[src/rtl/frog_game_controller.sv]
// frog_game_controller
//   Game-state sequencer for the Frog Ranck VGA game. Consumes a per-frame
//   tick, a pixel-overlap collision flag and the player row, and sequences
//   IDLE/PLAY/HIT/WIN/OVER. Drives lives, level, score, player respawn,
//   move enable and a level-scaled car step strobe.
//
//   Ports:
//     CLK            in   pixel clock, all logic on posedge
//     RST_N          in   synchronous reset, active low
//     frame_tick     in   one-cycle pulse per frame (start of vblank)
//     start_btn      in   start button level, synchronous to CLK
//     collision      in   high on any cycle player and a car overlap
//     player_y       in   current player row (pixels)
//     game_state     out  0=IDLE 1=PLAY 2=HIT 3=WIN 4=OVER (FSM state, usable for debug)
//     lives          out  remaining lives
//     level          out  current level
//     score          out  frogs delivered, saturating at 255
//     player_respawn out  one-cycle pulse: reload player start position
//     move_enable    out  high only in PLAY
//     car_step       out  one-cycle pulse: cars advance one step
//     car_period     out  frames per car step for the current level
//
//   Pulse semantics: there is no valid/ready handshake here. frame_tick,
//   player_respawn and car_step are single-cycle strobes. Every output is
//   registered, so the response to inputs sampled at edge N is visible
//   right after edge N.
module frog_game_controller #(
  parameter int LIVES_INIT = 3,
  parameter int GOAL_Y     = 0,
  parameter int HIT_FRAMES = 60,
  parameter int WIN_FRAMES = 60,
  parameter int SPEED_INIT = 8,
  parameter int SPEED_MIN  = 2,
  parameter int MAX_LEVEL  = 15
) (
  input  logic       CLK,
  input  logic       RST_N,
  input  logic       frame_tick,
  input  logic       start_btn,
  input  logic       collision,
  input  logic [9:0] player_y,
  output logic [2:0] game_state,
  output logic [1:0] lives,
  output logic [3:0] level,
  output logic [7:0] score,
  output logic       player_respawn,
  output logic       move_enable,
  output logic       car_step,
  output logic [3:0] car_period
);

  typedef enum logic [2:0] {
    ST_IDLE = 3'd0,
    ST_PLAY = 3'd1,
    ST_HIT  = 3'd2,
    ST_WIN  = 3'd3,
    ST_OVER = 3'd4
  } state_e;

  localparam logic [1:0] LIVES_L      = 2'(LIVES_INIT);
  localparam logic [9:0] GOAL_Y_L     = 10'(GOAL_Y);
  localparam logic [7:0] HIT_L        = 8'(HIT_FRAMES);
  localparam logic [7:0] WIN_L        = 8'(WIN_FRAMES);
  localparam logic [3:0] SPEED_INIT_L = 4'(SPEED_INIT);
  localparam logic [3:0] SPEED_MIN_L  = 4'(SPEED_MIN);
  localparam logic [3:0] MAX_LEVEL_L  = 4'(MAX_LEVEL);
  // Level at and beyond which the car period sits on its floor.
  localparam logic [3:0] FLOOR_LEVEL  = SPEED_INIT_L - SPEED_MIN_L;

  state_e     state_q,      state_d;
  logic [1:0] lives_q,      lives_d;
  logic [3:0] level_q,      level_d;
  logic [7:0] score_q,      score_d;
  logic [3:0] car_period_q, car_period_d;
  logic [7:0] timer_q,      timer_d;
  logic [3:0] frame_cnt_q,  frame_cnt_d;
  logic       respawn_q,    respawn_d;
  logic       car_step_q,   car_step_d;
  logic       move_en_q,    move_en_d;
  logic       hit_q,        hit_d;
  logic       start_prev_q, start_prev_d;

  logic       start_edge;
  logic [3:0] new_level;

  assign start_edge = start_btn & ~start_prev_q;

  always_comb begin
    state_d      = state_q;
    lives_d      = lives_q;
    level_d      = level_q;
    score_d      = score_q;
    car_period_d = car_period_q;
    timer_d      = timer_q;
    frame_cnt_d  = frame_cnt_q;
    respawn_d    = 1'b0;
    car_step_d   = 1'b0;
    hit_d        = hit_q;
    start_prev_d = start_btn;
    new_level    = (level_q == MAX_LEVEL_L) ? level_q : level_q + 4'd1;

    case (state_q)
      ST_IDLE, ST_OVER: begin
        if (start_edge) begin
          state_d      = ST_PLAY;
          lives_d      = LIVES_L;
          level_d      = 4'd0;
          score_d      = 8'd0;
          car_period_d = SPEED_INIT_L;
          frame_cnt_d  = 4'd0;
          respawn_d    = 1'b1;
        end
      end

      ST_PLAY: begin
        if (frame_tick) begin
          // The latch covers one frame; a collision on the tick cycle itself
          // still counts for the frame that is ending.
          hit_d = 1'b0;
          if (hit_q || collision) begin
            state_d = ST_HIT;
            if (lives_q != 2'd0) lives_d = lives_q - 2'd1;
            timer_d = HIT_L;
          end else if (player_y <= GOAL_Y_L) begin
            state_d = ST_WIN;
            if (score_q != 8'hFF) score_d = score_q + 8'd1;
            timer_d = WIN_L;
          end else if (frame_cnt_q == car_period_q - 4'd1) begin
            frame_cnt_d = 4'd0;
            car_step_d  = 1'b1;
          end else begin
            frame_cnt_d = frame_cnt_q + 4'd1;
          end
        end else if (collision) begin
          hit_d = 1'b1;
        end
      end

      ST_HIT: begin
        if (frame_tick) begin
          if (timer_q == 8'd1) begin
            // lives already reflects this hit, so zero means no frogs left.
            if (lives_q == 2'd0) begin
              state_d = ST_OVER;
            end else begin
              state_d     = ST_PLAY;
              respawn_d   = 1'b1;
              frame_cnt_d = 4'd0;
            end
          end else begin
            timer_d = timer_q - 8'd1;
          end
        end
      end

      ST_WIN: begin
        if (frame_tick) begin
          if (timer_q == 8'd1) begin
            level_d      = new_level;
            car_period_d = (new_level >= FLOOR_LEVEL) ? SPEED_MIN_L
                                                      : SPEED_INIT_L - new_level;
            respawn_d    = 1'b1;
            frame_cnt_d  = 4'd0;
            state_d      = ST_PLAY;
          end else begin
            timer_d = timer_q - 8'd1;
          end
        end
      end

      default: state_d = ST_IDLE;
    endcase

    move_en_d = (state_d == ST_PLAY);
  end

  always_ff @(posedge CLK) begin
    if (!RST_N) begin
      state_q      <= ST_IDLE;
      lives_q      <= LIVES_L;
      level_q      <= 4'd0;
      score_q      <= 8'd0;
      car_period_q <= SPEED_INIT_L;
      timer_q      <= 8'd0;
      frame_cnt_q  <= 4'd0;
      respawn_q    <= 1'b0;
      car_step_q   <= 1'b0;
      move_en_q    <= 1'b0;
      hit_q        <= 1'b0;
      start_prev_q <= 1'b0;
    end else begin
      state_q      <= state_d;
      lives_q      <= lives_d;
      level_q      <= level_d;
      score_q      <= score_d;
      car_period_q <= car_period_d;
      timer_q      <= timer_d;
      frame_cnt_q  <= frame_cnt_d;
      respawn_q    <= respawn_d;
      car_step_q   <= car_step_d;
      move_en_q    <= move_en_d;
      hit_q        <= hit_d;
      start_prev_q <= start_prev_d;
    end
  end

  assign game_state     = state_q;
  assign lives          = lives_q;
  assign level          = level_q;
  assign score          = score_q;
  assign car_period     = car_period_q;
  assign player_respawn = respawn_q;
  assign car_step       = car_step_q;
  assign move_enable    = move_en_q;

endmodule
[config.mk]
export PLATFORM = sky130hd
export DESIGN_NAME = frog_game_controller
export DESIGN_NICKNAME = d
export VERILOG_FILES = /design/src/rtl/frog_game_controller.sv
export SDC_FILE = /design/constraint.sdc
export NUM_CORES = 1
export LEC_CHECK = 0
export BUFFER_PORTS_ARGS = -buffer_cell sky130_fd_sc_hd__buf_4
export CORE_MARGIN = 4
export CORE_UTILIZATION = 40
export DETAILED_ROUTE_END_ITERATION = 16
export SYNTH_ARGS = -nofsm -noshare
export SYNTH_HDL_FRONTEND = slang
export SYNTH_SLANG_ARGS = --single-unit
[constraint.sdc]
create_clock -name CLK -period 3.6 [get_ports CLK]
set_input_delay 0.36 -clock CLK [delete_from_list [all_inputs] [get_ports CLK]]
set_output_delay 0.36 -clock CLK [all_outputs]
set_load 0.05 [all_outputs]
### After elaboration in Yosys (flattened, before gate mapping)

Cells that the tools add are included.

* register bits after elaboration: 38
* input bits: 15
* output and inout bits: 24
* logic and storage cells: 126

* add/sub/neg operators: 7
* magnitude comparators: 2
* equality and inequality tests: 25
* muxes and demuxes: 57
* bitwise gates (word level): 5
* reductions and logical operators: 18

Operator list (number)
* $mux 8: 10
* $mux 4: 17
* $pmux 8 s2: 2
* $ne 2x2->1 const B: 14
* $mux 3: 9
* $pmux 4 s2: 2
* $pmux 4 s4: 1
* $pmux 3 s4: 1
* $le 10x1->1 const B: 1
* $reduce_and 10->1: 1
* $reduce_and 5->1: 2
* $reduce_bool 2->1: 5
* $mux 1: 9
* $add 4x1->4 const B: 2
* $add 8x1->8 const B: 1
* $eq 8x1->1 const B: 1
* $mux 2: 4
* $ne 8x8->1 const B: 1
* $sub 8x1->8 const B: 1
* $eq 3x1->1 const B: 2
* $eq 3x2->1 const B: 2
* $reduce_and 6->1: 1
* $reduce_or 5->1: 1
* $eq 4x4->1: 1
* 19 further kinds: 23

### Depth between registers and ports, before layout

Gate-level depths: netlist of run 1.

* depth after elaboration: 7
* gate-level depth with buffers: 8

### Least setup slack after synthesis of run 1

OpenSTA, ideal clock, no wires.

* path type: flip-flop to flip-flop
* start: reg level_q[0], in the netlist level[0]
* end: reg car_period_q[2], in the netlist car_period[2]
* setup time: 0.071 ns
* arrival time: 2.009 ns
* data required time: 3.529 ns
* slack: 1.520 ns
* stages on the path, launching flop included: 9
* path buffers: 0
* period minus slack after synthesis: 2.080 ns
* cells stage by stage: dfxtp_1 -> ha_1 -> nand3_1 -> mux2i_1 -> inv_1 -> ha_1 -> xnor2_1 -> nand4_1 -> a21oi_1

* longest elaborated chain between the ends: 7
* elaborated cells between the ends (all ways): 9
* those cells by class: 2 x add/sub; 1 x order compare; 1 x eq/ne; 5 x mux

Ends and longest elaborated chain
* from (decl): RTL line 72 `logic [3:0] level_q, level_d;`
* from (signal assigned): RTL line 194 `level_q <= level_d;`
* $add 4x1->4 / $eq 4x4->1 (equally long branches): RTL line 100 `new_level = (level_q == MAX_LEVEL_L) ? level_q : level_q + 4'd1;`
* $mux 4 (*): RTL line 100
* $sub 4x4->4 / $ge 4x3->1 (equally long branches): RTL line 161, 160
* $mux 4 (*): RTL line 160 `car_period_d = (new_level >= FLOOR_LEVEL) ? SPEED_MIN_L`
* $mux 4 (*): RTL line 158 `if (timer_q == 8'd1) begin`
* $mux 4 (*): RTL line 157 `if (frame_tick) begin`
* $pmux 4 s2 (*): RTL line 102 `case (state_q)`
* to (signal assigned): RTL line 196 `car_period_q <= car_period_d;`
* to (decl): RTL line 74 `logic [3:0] car_period_q, car_period_d;`

Mark *: on every way between the ends. The rest lies on a longest branch, timed or not. The select of a mux whose other input is x is not followed.
A chain may end at the register's enable or synchronous reset.

### Worst setup path after layout of run 1

* start: reg state_q[1], in the netlist game_state[1]
* end: reg level_q[0], in the netlist level[0]

* longest elaborated chain between the ends: 4
* elaborated cells between the ends (all ways): 10
* those cells by class: 5 x eq/ne; 1 x mux; 4 x reduce/logical

Ends and longest elaborated chain
* from (decl): RTL line 70 `state_e state_q, state_d;`
* from (signal assigned): RTL line 192 `state_q <= state_d;`
* $eq 3x3->1 / $logic_not 3->1 (equally long branches): RTL line 102
* $reduce_or 2->1: RTL line 102
* $ne 2x2->1 (no source line) / $reduce_bool 2->1 (equally long branches)
* $reduce_and 4->1 (no source line)

Parallel ways exist; a longest one is shown, timed or not.

==> metrics.cfg, run 1 <==
[cells_and_area]
postLayoutCoreUtil = 0.4899
antenna_cells = 0
final_cell_area_mm2 = 0.002698
mostFrequentLayoutCells = buf_4, dfxtp_1, nor2_1, nand2_1, a21oi_1
multi_input_area_mm2 = 0.001400
fillCellCount = 545
area_growth_pct = 18.27
drive_above_1_share = 0.2292
mostFrequentLayoutCell = buf_4
register_area_um2 = 760.7
nets = 324
stdcell_count = 373

[setup_path]
path_delay_family = simple AND/OR/NAND/NOR gates
startpoint_type = register
worstPathBufferInverterCount = 0
rrSetupSlack_ns = 1.45
cp_cell_sequence = nor2b_1 -> nand4_1 -> or2_2 -> a21oi_1
crit_type = register to register
critPathSlowestCell = dfxtp_1
critical_path_arrival_ns = 2.35
slowest_delay_ns = 0.62
worstPathMaxFanout = 16
worstPathRequired_ns = 3.81
end_kind = register

[sta]
finalHoldViolCount = 0
setup_slack_ns = 1.452
skew_ns = 0.004344
holdWs_ns = 0.3318
drv_slew = 0
worstMarginPinSlew_ns = 0.5923
slew_headroom = 0.6021
finalSetupViolations = 0
fin_crit_sh = 0.5966
fin_crit_ns = 2.148
grt_setup_unrepaired = no
fmax_mhz = 465.6
tns_ns = 0

[clocking]
ctsHoldBuffers = 0
clock_latency_ns = 0.28
htreeDepth = 2
cts_tree = done
clockBufferDepth = 2
cts_resized = 0
numClockSinks = 38
cts-root-buf = clkbuf_8
numCtsBuffers = 5
cts.clk_slew.worst_paths_ns = 0.08
cts_setup_buffers = 0

[route]
postRouteAntennaNets = 0
avgViaCountPerCell = 5.426
num_vias = 2024
first_pass_iters = 4
post-route-drc-count = 0
drtIter0Drc = 101
routed_wl_mm = 5.491
wl_per_cell_um = 14.72

[global_route]
grt_util_all_layers = 0.1665
grt_max_degree = 25
grt_pass1_wl_mm = 9.784
grt_pass1_vias = 1989
antenna_found_initial = 0
grt_remaining_overflow = 0

[die]
start_util = 0.4142
ios = 39
coreArea_mm2 = 0.005507
num_rows = 27
die_w_um = 83.52
die_h_um = 83.52
die_area_mm2 = 0.006975

[power_and_ir_drop]
leakage_nw = 1.113
peakVddDrop_uv = 162.2
powerDensity_mw_per_mm2 = 363.4
power.total_mw = 0.9804

[placement]
gp_congestion = 0.7910
place_hpwl_mm = 4.101
io_buffers = 38
place_area_mm2 = 0.002589
dp_cells = 365
dpl_worst_slack_ns = 1.485

[status]
outcome = finished clean

[yosys]
syn_avg_cell_area_um2 = 8.511
synth_seq_cells = 38
ys_warn_count = 0
synth.distinct_cells = 61
synthCells = 268
synth_nets = 292
ys_seq_area_frac = 0.3335
synth-main-ff-cell = dfxtp_1
netlist_area_mm2 = 0.002281
synthArstFlopShare = 0
synth_edf_count = 0

[hold_path]
hold_path.class = input port to register

[flow_run]
cap_violations = 0

==> worst paths after layout <==
| path | startpoint | end | depth (start not counted) |
|---|---|---|---|
| setup / recovery | game_state[1] | level[0] | 4 |
| hold / removal | start_btn | start_prev_q | 3 |
| setup reg to reg | game_state[1] | level[0] | 4 |
| hold reg to reg | score[7] | score[7] | 2 |
==> synth_stat cells, types with 4 or more instances <==
library cell  instances  area [um^2]
dfxtp_1              38        760.7
nor2_1               21        78.83
a21oi_1              16        80.08
nand2_1              16        60.06
nand3_1              12        60.06
o21ai_0              12        60.06
and3_1               11        68.82
inv_1                11        41.29
ha_1                  9        112.6
clkbuf_1              8        30.03
nor3_1                8        40.04
xnor2_1               7        61.31
xor2_1                6        52.55
nand2b_1              5        31.28
nand4_1               5        31.28
nand3b_1              4        30.03
o21a_1                4        30.03
==> worst reg2reg max path, delay by kind of cell (launching register included) <==
kind | cells | cell delay, ns
AOI/OAI and AO/OA | 1 | 0.11
DFF | 1 | 0.62
and+or+nand+nor | 3 | 1.34
==> area by class of cell <==
type / count / area share
repair buffers: 39 / 0.1085
inverters: 12 / 0.01670
flip-flops and latches: 38 / 0.2820
clock inverters: 3 / 0.01484
well taps: 72 / 0.03340
multi-input cells: 204 / 0.5190
clock buffers: 5 / 0.02551
==> cell families (layout without fill, tap and decap cells) <==
kind of cell             Yosys count  count (layout)  share of synthesized area
AO/OA/AOI/OAI                     67              67                     0.2128
XOR/XNOR                          13              13                    0.04992
adder cells (fa/ha/maj)            9               9                    0.04937
buffers and inverters             26              59                    0.05266
flip-flops                        38              38                     0.3335
multiplexers                       3               3                    0.01317
AND/OR/NAND/NOR                  112             112                     0.2885
==> per-layer routing <==
layer | up-vias | part of all wire | GRT usage
met1 | 930 | 0.49 | 0.2231
met5 | - | 0 | 0
met4 | 0 | 0.012 | 0.04678
met3 | 6 | 0.032 | 0.04146
met2 | 38 | 0.47 | 0.2660
li1 | 1050 | - | -
==> report_power, final <==
group	switching [mW]	internal, mW
clock	0.152	0.204
sequential	0.0238	0.435
combinational	0.0982	0.0671
total	0.274	0.706
==> sequential cells by signal, indices dropped and copies added, names as in the netlist, 2 cells and up <==
name / count
game_state: 3
score: 8
lives: 2
timer_q: 8
level: 4
car_period: 4
frame_cnt_q: 4
Power figures use the tool's default switching activity.
==> run 2: changes to the inputs <==
--- a/config.mk
+++ b/config.mk
@@ -5,6 +5,7 @@
 export SDC_FILE = /design/constraint.sdc
 export NUM_CORES = 1
 export LEC_CHECK = 0
+export ABC_AREA = 1
 export BUFFER_PORTS_ARGS = -buffer_cell sky130_fd_sc_hd__buf_4
 export CORE_MARGIN = 4
 export CORE_UTILIZATION = 40
==> constraint.sdc (replaced) <==
create_clock -name CLK -period 1.8 [get_ports CLK]
set_input_delay 0.18 -clock CLK [delete_from_list [all_inputs] [get_ports CLK]]
set_output_delay 0.18 -clock CLK [all_outputs]
set_load 0.05 [all_outputs]
==> metrics.cfg, run 2 <==
[yosys]
synth_top_cell_by_area = dfxtp_1  ; unchanged
ys_warn_count = 0  ; unchanged
netlist_area_mm2 = 0.002317  ; was 0.002281 mm^2
synthArstFlopShare = 0  ; unchanged
synth_top_area_share = 0.3283  ; was 0.3335
synthMostInstantiatedCell = nand2_1  ; was dfxtp_1
synth_edf_count = 0  ; unchanged
syn_avg_cell_area_um2 = 6.678  ; was 8.511 um^2
ys_seq_area_frac = 0.3283  ; was 0.3335
synth.distinct_cells = 34  ; was 61
ys_top_cells_by_count = nand2_1, inv_1, dfxtp_1  ; was dfxtp_1, nor2_1, a21oi_1, nand2_1
synth-main-ff-cell = dfxtp_1  ; unchanged
synthTopCellsByArea = dfxtp_1, nand2_1, nand3_1  ; was dfxtp_1, ha_1, a21oi_1
synth_nets = 371  ; was 292
synthCells = 347  ; was 268
synth_seq_cells = 38  ; unchanged

[sta]
worstMarginPinSlew_ns = 0.4312  ; was 0.5923 ns
drv_slew = 0  ; unchanged
slew_headroom = 0.7122  ; was 0.6021
finalSetupViolations = 0  ; unchanged
fin_crit_sh = 0.8843  ; was 0.5966
finalHoldViolCount = 0  ; unchanged
fmax_mhz = 628.3  ; was 465.6 MHz
fin_crit_ns = 1.592  ; was 2.148 ns
grt_setup_unrepaired = no  ; unchanged
skew_ns = 0.009437  ; was 0.004344 ns
tns_ns = 0  ; unchanged

[setup_path]
worstPathRequired_ns = 1.99  ; was 3.81 ns
r2r_start = level[1]  ; was game_state[1]
ff2ff_path_depth = 10  ; was 4
r2r_end = car_period[1]  ; was level[0]
critical_path_arrival_ns = 1.78  ; was 2.35 ns
startpoint_type = register  ; unchanged
rrSetupSlack_ns = 0.21  ; was 1.45 ns
worstPathMaxFanout = 5  ; was 16
end_kind = register  ; unchanged
crit_type = register to register  ; unchanged

[clocking]
htreeDepth = 2  ; unchanged
cts_tree = done  ; unchanged
numClockSinks = 38  ; unchanged
cts.clk_slew.worst_paths_ns = 0.08  ; about the same
cts_setup_buffers = 0  ; unchanged
cts-root-buf = clkbuf_8  ; unchanged
clockBufferDepth = 2  ; unchanged
numCtsBuffers = 5  ; unchanged
clock_latency_ns = 0.29  ; was 0.28 ns

[power_and_ir_drop]
powerDensity_mw_per_mm2 = 710.1  ; was 363.4 mW/mm^2
leakage_nw = 1.273  ; was 1.113 nW
peakVddDrop_uv = 338.8  ; was 162.2 uV

[global_route]
grt_remaining_overflow = 0  ; unchanged
gr-usage-met3 = 0.03751  ; was 0.04146
antenna_found_initial = 0  ; unchanged
met1_usage = 0.2076  ; was 0.2231
grt_pass1_vias = 2100  ; was 1989
grt_util_all_layers = 0.1610  ; was 0.1665
grtUsageMet2 = 0.2661  ; was 0.2660
grt_max_degree = 14  ; was 25
grt_pass1_wl_mm = 9.535  ; was 9.784 mm
top_usage_layer = met2  ; unchanged

[cells_and_area]
mostFrequentLayoutCell = nand2_1  ; was buf_4
multi_input_area_mm2 = 0.001364  ; was 0.001400 mm^2
mostFrequentLayoutCells = nand2_1, buf_4, inv_1, nor2_1  ; was buf_4, dfxtp_1, nor2_1, nand2_1, a21oi_1
antenna_cells = 0  ; unchanged
register_area_um2 = 772.0  ; was 760.7 um^2
nets = 417  ; was 324
area_growth_pct = 21.76  ; was 18.27%
fillCellCount = 569  ; was 545
drive_above_1_share = 0.2137  ; was 0.2292
final_cell_area_mm2 = 0.002821  ; was 0.002698 mm^2

[die]
die_w_um = 84.11  ; was 83.52 um
start_util = 0.4157  ; was 0.4142
die_area_mm2 = 0.007074  ; was 0.006975 mm^2
die_h_um = 84.11  ; was 83.52 um
ios = 39  ; unchanged
num_rows = 27  ; unchanged
coreArea_mm2 = 0.005574  ; was 0.005507 mm^2

[route]
postRouteAntennaNets = 0  ; unchanged
post-route-drc-count = 0  ; unchanged
wl_per_cell_um = 11.81  ; was 14.72 um
avgViaCountPerCell = 4.927  ; was 5.426
num_vias = 2291  ; was 2024
routed_wl_mm = 5.491  ; unchanged
drtIter0Drc = 132  ; was 101
first_pass_iters = 4  ; unchanged

[hold_path]
hold_start = start_btn  ; unchanged
hold_end = start_prev_q  ; unchanged
whs_path_depth = 3  ; unchanged
hold_path.class = input port to register  ; unchanged

[placement]
place_hpwl_mm = 4.159  ; was 4.101 mm
io_buffers = 38  ; unchanged
place_area_mm2 = 0.002726  ; was 0.002589 mm^2
gp_congestion = 0.8423  ; was 0.7910

[status]
outcome = finished clean  ; unchanged

[flow_run]
cap_violations = 0  ; unchanged

-- run 2: changes by cell type in the layout (fill, tap and decap cells not counted), moves of 7 or more --
cell | before | now
inv_1 | 11 | 41
nand3_1 | 12 | 33
inv_2 | 0 | 7
and3_1 | 11 | 0
nor2_1 | 21 | 36
nand2_1 | 16 | 78
a21oi_1 | 16 | 30
-- run 2: cell type report --
cell class | count | area share
inverters | 49 | 0.06608
multi-input cells | 256 | 0.4834
well taps | 72 | 0.03193
flip-flops and latches | 38 | 0.2736
repair buffers | 43 | 0.1144
clock buffers | 7 | 0.03060
-- run 2: logic make-up (layout without fill, tap and decap cells) --
| family | Yosys count | in the layout | share of synthesized area |
|---|---|---|---|
| AND/OR/NAND/NOR | 179 | 179 | 0.3564 |
| AO/OA/AOI/OAI | 55 | 55 | 0.1307 |
| buffers and inverters | 53 | 99 | 0.08694 |
| flip-flops | 38 | 38 | 0.3283 |
| XOR/XNOR | 13 | 13 | 0.04914 |
| adder cells (fa/ha/maj) | 9 | 9 | 0.04860 |
-- run 2: per-layer routing --
metal / routed length, um / vias up
met1: 2695 / 1015
met3: 248 / 5
met4: 78 / 0
met2: 2469 / 50
li1: - / 1221
met5: 0 / -
-- run 2: stage by stage --
stage | utilization | cells | hold slack [ns] | power (mW) | setup WS, ns
final | 0.5062 | 465 | 0.08825 | 2.004 | 0.2083
after global routing | 0.5062 | 465 | 0.1004 | 2.126 | 0.03470
after CTS | 0.5046 | 465 | 0.07786 | 2.029 | 0.1136
after detailed placement | 0.4891 | 458 | 0.3876 | 1.429 | 0.1226
after global placement | 0.4891 | 458 | 0.3860 | 1.426 | 0.1733
after floorplan | - | 347 | 0.2490 | 1.290 | 0.01928
-- run 2: worst max-delay path by stage --
stage / from / end / slack [ns]
6_report: level[1] / car_period[1] / 0.21
5_1_grt: score[0] / score[1] / 0.03
4_1_cts: level[0] / car_period[1] / 0.11
3_5_place_dp: level[0] / car_period[1] / 0.12
3_3_place_gp: level[0] / car_period[1] / 0.17
2_1_floorplan: car_period[1] / frame_cnt_q[3] / 0.02
-- run 2: critical path: stages (launching register included) --
cell and delay, ns:
dfxtp_4 0.37, inv_1 0.07, ha_1 0.27, inv_1 0.05
nand2_1 0.06, o21ai_2 0.06, inv_1 0.06, ha_1 0.27
nand3b_1 0.15, nand2_1 0.07, a21oi_1 0.05
-- run 2: power by group --
group / internal [mW] / leakage, nW / switching, mW
Sequential: 0.879 / 0.312 / 0.0367
Clock: 0.304 / 0.0443 / 0.289
Combinational: 0.162 / 0.917 / 0.333
Total: 1.35 / 1.27 / 0.659
-- run 2: timing repair --
item	CTS	global route
hold endpoints to repair	0	0
setup endpoints to repair	0	2
hold buffers	0	0
resized for setup	0	3
